$ cat src/rtl/tmr_pkg.sv
// Shared types and the bitwise majority helper for the TMR storage and its scrubber.
package tmr_pkg;

    typedef enum logic [2:0] {
        S_IDLE,
        S_READ,
        S_VOTE,
        S_WRITE,
        S_WAIT
    } scrub_state_e;

    function automatic logic tmr_vote(
        input logic a,
        input logic b,
        input logic c
    );
        return (a & b) | (b & c) | (a & c);
    endfunction

endpackage

$ cat src/rtl/tmr_vote3.sv
// Combinational W-bit majority voter with per-copy disagreement flags.
module tmr_vote3
    import tmr_pkg::*;
#(
    parameter int W = 12
) (
    input  logic [W-1:0] a,
    input  logic [W-1:0] b,
    input  logic [W-1:0] c,
    output logic [W-1:0] voted,
    output logic [2:0]   mismatch
);

    always_comb begin
        voted = '0;
        for (int i = 0; i < W; i++) begin
            voted[i] = tmr_vote(a[i], b[i], c[i]);
        end
    end

    assign mismatch = {c != voted, b != voted, a != voted};

endmodule

$ cat src/rtl/tmr_scrubber.sv
// Background scrubber: reads each triplicated word, votes, rewrites on disagreement.
module tmr_scrubber
    import tmr_pkg::*;
#(
    parameter int W        = 12,
    parameter int DEPTH    = 16,
    parameter int AW       = $clog2(DEPTH),
    parameter int CNT_W    = 16,
    parameter int INTERVAL = 0
) (
    input  logic             clk,
    input  logic             rst,
    input  logic             en,
    input  logic             clr_cnt,
    output logic             req,
    input  logic             gnt,
    output logic             rd_en,
    output logic             wr_en,
    output logic [AW-1:0]    addr,
    input  logic [W-1:0]     rd_a,
    input  logic [W-1:0]     rd_b,
    input  logic [W-1:0]     rd_c,
    output logic [W-1:0]     wr_data,
    output logic             busy,
    output logic             pass_done,
    output logic [CNT_W-1:0] err_cnt,
    output logic [2:0]       copy_err,
    output logic [AW-1:0]    last_err_addr
);

    localparam int IW = (INTERVAL > 1) ? $clog2(INTERVAL) : 1;
    localparam logic [IW-1:0] WAIT_LAST = IW'((INTERVAL > 0) ? INTERVAL - 1 : 0);
    localparam logic [AW-1:0] PTR_LAST  = AW'(DEPTH - 1);

    scrub_state_e     r_state;
    scrub_state_e     w_next;
    scrub_state_e     w_resume;
    scrub_state_e     w_after;

    logic [AW-1:0]    r_ptr;
    logic [IW-1:0]    r_wait;
    logic [W-1:0]     r_voted;
    logic [CNT_W-1:0] r_err_cnt;
    logic [2:0]       r_copy_err;
    logic [AW-1:0]    r_last_addr;
    logic             r_pass_done;

    logic [W-1:0]     w_voted;
    logic [2:0]       w_mismatch;
    logic             w_diff;
    logic             w_fix;
    logic             w_advance;
    logic             w_wrap;

    tmr_vote3 #(
        .W(W)
    ) u_vote (
        .a        (rd_a),
        .b        (rd_b),
        .c        (rd_c),
        .voted    (w_voted),
        .mismatch (w_mismatch)
    );

    assign w_diff    = |w_mismatch;
    assign w_fix     = (r_state == S_VOTE) && w_diff;
    assign w_advance = ((r_state == S_VOTE) && !w_diff)
                    || ((r_state == S_WRITE) && gnt);
    assign w_wrap    = (r_ptr == PTR_LAST);

    always_ff @(posedge clk) begin
        if (rst) begin
            r_state <= S_IDLE;
        end else begin
            r_state <= w_next;
        end
    end

    always_comb begin
        w_resume = en ? S_READ : S_IDLE;
        w_after  = (INTERVAL > 0) ? S_WAIT : w_resume;
        w_next   = r_state;
        unique case (r_state)
            S_IDLE:  if (en) w_next = S_READ;
            S_READ:  if (gnt) w_next = S_VOTE;
            S_VOTE:  w_next = w_diff ? S_WRITE : w_after;
            S_WRITE: if (gnt) w_next = w_after;
            S_WAIT:  if (r_wait == WAIT_LAST) w_next = w_resume;
            default: w_next = S_IDLE;
        endcase
    end

    always_comb begin
        req   = 1'b0;
        rd_en = 1'b0;
        wr_en = 1'b0;
        unique case (r_state)
            S_READ: begin
                req   = 1'b1;
                rd_en = 1'b1;
            end
            S_WRITE: begin
                req   = 1'b1;
                wr_en = 1'b1;
            end
            default: begin
            end
        endcase
    end

    // Pointer survives en dropping so a resumed scrub continues where it left off.
    always_ff @(posedge clk) begin
        if (rst) begin
            r_ptr       <= '0;
            r_wait      <= '0;
            r_pass_done <= 1'b0;
        end else begin
            r_pass_done <= w_advance && w_wrap;
            if (w_advance) begin
                r_ptr <= w_wrap ? '0 : r_ptr + 1'b1;
            end
            r_wait <= (r_state == S_WAIT) ? r_wait + 1'b1 : '0;
        end
    end

    // A same-cycle clear wins over the correction being counted.
    always_ff @(posedge clk) begin
        if (rst) begin
            r_voted     <= '0;
            r_err_cnt   <= '0;
            r_copy_err  <= '0;
            r_last_addr <= '0;
        end else begin
            if (w_fix) begin
                r_voted     <= w_voted;
                r_last_addr <= r_ptr;
            end
            if (clr_cnt) begin
                r_err_cnt  <= '0;
                r_copy_err <= '0;
            end else if (w_fix) begin
                r_copy_err <= r_copy_err | w_mismatch;
                if (r_err_cnt != '1) begin
                    r_err_cnt <= r_err_cnt + 1'b1;
                end
            end
        end
    end

    assign busy          = (r_state != S_IDLE);
    assign addr          = r_ptr;
    assign wr_data       = r_voted;
    assign pass_done     = r_pass_done;
    assign err_cnt       = r_err_cnt;
    assign copy_err      = r_copy_err;
    assign last_err_addr = r_last_addr;

endmodule

$ cat config.mk
export PLATFORM = sky130hd
export DESIGN_NAME = tmr_scrubber
export DESIGN_NICKNAME = d
export VERILOG_FILES = /design/src/rtl/tmr_pkg.sv /design/src/rtl/tmr_vote3.sv /design/src/rtl/tmr_scrubber.sv
export SDC_FILE = /design/constraint.sdc
export NUM_CORES = 1
export LEC_CHECK = 0
export CORE_MARGIN = 8
export CORE_UTILIZATION = 25
export DETAILED_ROUTE_END_ITERATION = 10
export PLACE_DENSITY = 0.55
export SETUP_SLACK_MARGIN = 0.5
export SKIP_CTS_REPAIR_TIMING = 1
export SLEW_MARGIN = 20
export SYNTH_ARGS = -nofsm -noshare
export SYNTH_HDL_FRONTEND = slang
export SYNTH_SLANG_ARGS = --single-unit
$ cat constraint.sdc
create_clock -name clk -period 4.5 [get_ports clk]
set_input_delay 0.9 -clock clk [delete_from_list [all_inputs] [get_ports clk]]
set_output_delay 0.9 -clock clk [all_outputs]
set_load 0.02 [all_outputs]
==> out/metrics.yaml <==
status: "complete, no violations"
cts_buffer_depth: 2
gp_congestion: 0.804
vias: 2574
yosys-top-cells-count: "71 x nor2_1, 44 x mux2i_1, 42 x dfxtp_1"
drt_wl_total_mm: 7.92
drive_gt1_share_pct: 4.35
timing_hold_violations_final: 0
antenna_found_initial: 0
dp.cells: 542
die-width_um: 118
tightest_slew_ns: 0.815
clock_skew_ns: 0.00761
cap_violations: 0
ant_nets: 0
crit_chain: "clkdlybuf4s50_1 > nand2b_1 > mux2i_1 > nor4_1 > and3_1 > a31oi_2 > a31o_2 > a21oi_1"
synth-edff-count: 0
grt_first_pass_wirelength_mm: 12.8
cts-root-buf: "clkbuf_8"
period_needed_ns: 3.21
critical_path_class: "in -> reg"
critPathBufInv: 1
setup-tns-final_ns: 0
drcViolationCount: 0
clk_pin_slew_worst_paths_ns: 0.08
coreArea_mm2: 0.0103
clk_latency_ns: 0.29
avgRoutedWirePerCell_um: 14.4
diodes: 0
io_buffers: 84
netlist_area_mm2: 0.00263
crit_path_start_kind: "primary input"
cts_made_buffers: 5
rsz0062_at_grt: "no"
viasPerCell: 4.68
critPathMaxFanout: 16
hpwl_mm: 6.36
seqCellArea_um2: 841
io_pins: 85
drtPass1Iterations: 4
synth.most_common_cell: "nor2_1"
yosys.cell_types.count: 39
initial_core_util_pct: 25.5
min-delay-path-class: "reg -> reg"
relSlewSlack_pct: 45.5
grt_max_degree: 29
drv_slew: 0
multi_input_area_mm2: 0.00170
netlist_instances: 333
placed_area_mm2: 0.00359
stdcell_count: 550
synthToLayoutAreaGrowth_pct: 40.8
h-tree-depth: 2
power_density_mw_per_mm2: 233
row_count: 37
cts_tree: "yes"
final_area_mm2: 0.00370
yosys_warnings: 0
crit_arrival_ns: 3.43
syn_avg_cell_area_um2: 7.88
die_height_um: 118
cpMaxStageDelayCell: "clkdlybuf4s50_1"
grt.total_usage_pct: 11.0
worstPathRequired_ns: 4.72
grt_remaining_overflow: 0
total_power_w: 0.000860
path_delay_family: "simple AND/OR/NAND/NOR gates"
clock-sinks: 42
yosysTopAreaCell: "dfxtp_1"
ys_ff_latch: 42
syn_nets: 376
yosysSeqAreaShare_pct: 32.0
worst_ir_drop_vdd_v: 0.000143
fillers: 1053
first_iter_violations: 80
critPathMaxStageDelay_ns: 0.54
leakage_nw: 1.43
synthFlopType: "dfxtp_1"
finalCritPeriodShare_pct: 71.3
grt_pass1_vias: 2561
die_area_mm2: 0.0140
async_flop_share_pct: 0
nNetsFinal: 456
cp-end-kind: "flop"
setup_violations: 0
synthTopCellsByArea: "dfxtp_1 32%, mux2i_1 17%, nor2_1 10%, nand2b_1 6.0%, a21oi_1 4.2%"
synth_top_area_share_pct: 32.0
max_freq_mhz: 312
==> layout by cell type, fill, tap and decap left out, types with 3 or more instances in the layout <==
master	count
clkdlybuf4s50_1	84
nor2_1	71
mux2i_1	44
dfxtp_1	42
nand2b_1	25
a21oi_1	22
nand2_1	19
o21a_1	12
nor4_1	9
and3_1	8
nand3_1	7
inv_1	6
and4_1	5
a31oi_1	5
xnor2_1	5
clkbuf_8	5
o21ai_0	4
or2_2	3
and2_1	3
nand4_1	3
a31o_2	3
or3_1	3
==> through the flow <==
| stage | hold WS [ns] | utilization [%] | setup WS [ns] |
|---|---|---|---|
| floorplan | 0.530 | - | 2.09 |
| global placement | 0.479 | 34.9 | 1.01 |
| detailed placement | 0.485 | 34.9 | 0.978 |
| CTS | 0.500 | 36.0 | 1.27 |
| global route | 0.518 | 36.0 | 1.08 |
| finish | 0.493 | 36.0 | 1.29 |
==> registers in the layout, indices dropped and copies added (netlist names) <==
| name | count |
|---|---|
| last_err_addr | 4 |
| err_cnt | 16 |
| pass_done | 1 |
| copy_err | 3 |
| wr_data | 12 |
| r_state | 2 |
| addr | 4 |
==> final timing paths <==
path,from,end,slack [ns],depth (start not counted)
worst max-delay path,rd_c[1],err_cnt[10],1.29,8
worst min-delay path,copy_err[0],copy_err[0],0.49,2
worst max register to register,err_cnt[0],err_cnt[4],2.17,8
worst min register to register,copy_err[0],copy_err[0],0.49,2
==> area by class of cell <==
type / instances / area share, %
tap: 136 / 4.60
clock inverter: 3 / 1.08
inverter: 6 / 0.609
multi-input combinational: 272 / 46.0
timing repair buffer: 86 / 23.1
sequential: 42 / 22.7
clock buffer: 5 / 1.86
==> where the power goes <==
| part | internal (W) | switching, W |
|---|---|---|
| clock network | 0.000163 | 0.000128 |
| registers | 0.000378 | 0.00000681 |
| logic | 0.0000900 | 0.0000933 |
| total | 0.000632 | 0.000228 |
==> worst reg2reg max path, delay by kind of cell, from the launching register on <==
| family | cells | cell delay [ns] |
|---|---|---|
| compound gates | 3 | 1.07 |
| fa+ha+maj | 1 | 0.23 |
| flops | 1 | 0.35 |
| simple gates | 4 | 0.58 |
==> kinds of logic (layout without fill, tap and decap cells) <==
kind of cell	after synthesis	in the layout	share of synthesized area [%]
buffers and inverters	19	100	3.48
adder cells (fa/ha/maj)	2	2	0.953
flip-flops	42	42	32.0
XOR/XNOR	5	5	1.67
AND/OR/NAND/NOR	164	164	30.9
multiplexers	44	44	16.8
AO/OA/AOI/OAI	57	57	14.2
==> per-layer routing <==
metal | up-vias | part of all wire, % | routed length [um] | GRT usage (%)
met5 | - | 0 | 0 | 0
met4 | 0 | 1.1 | 91 | 2.85
met3 | 6 | 5.6 | 445 | 2.90
met2 | 61 | 49 | 3870 | 19.4
met1 | 1165 | 44 | 3520 | 13.1
li1 | 1342 | - | - | -
Note: power is estimated with default switching activity, not from simulation.
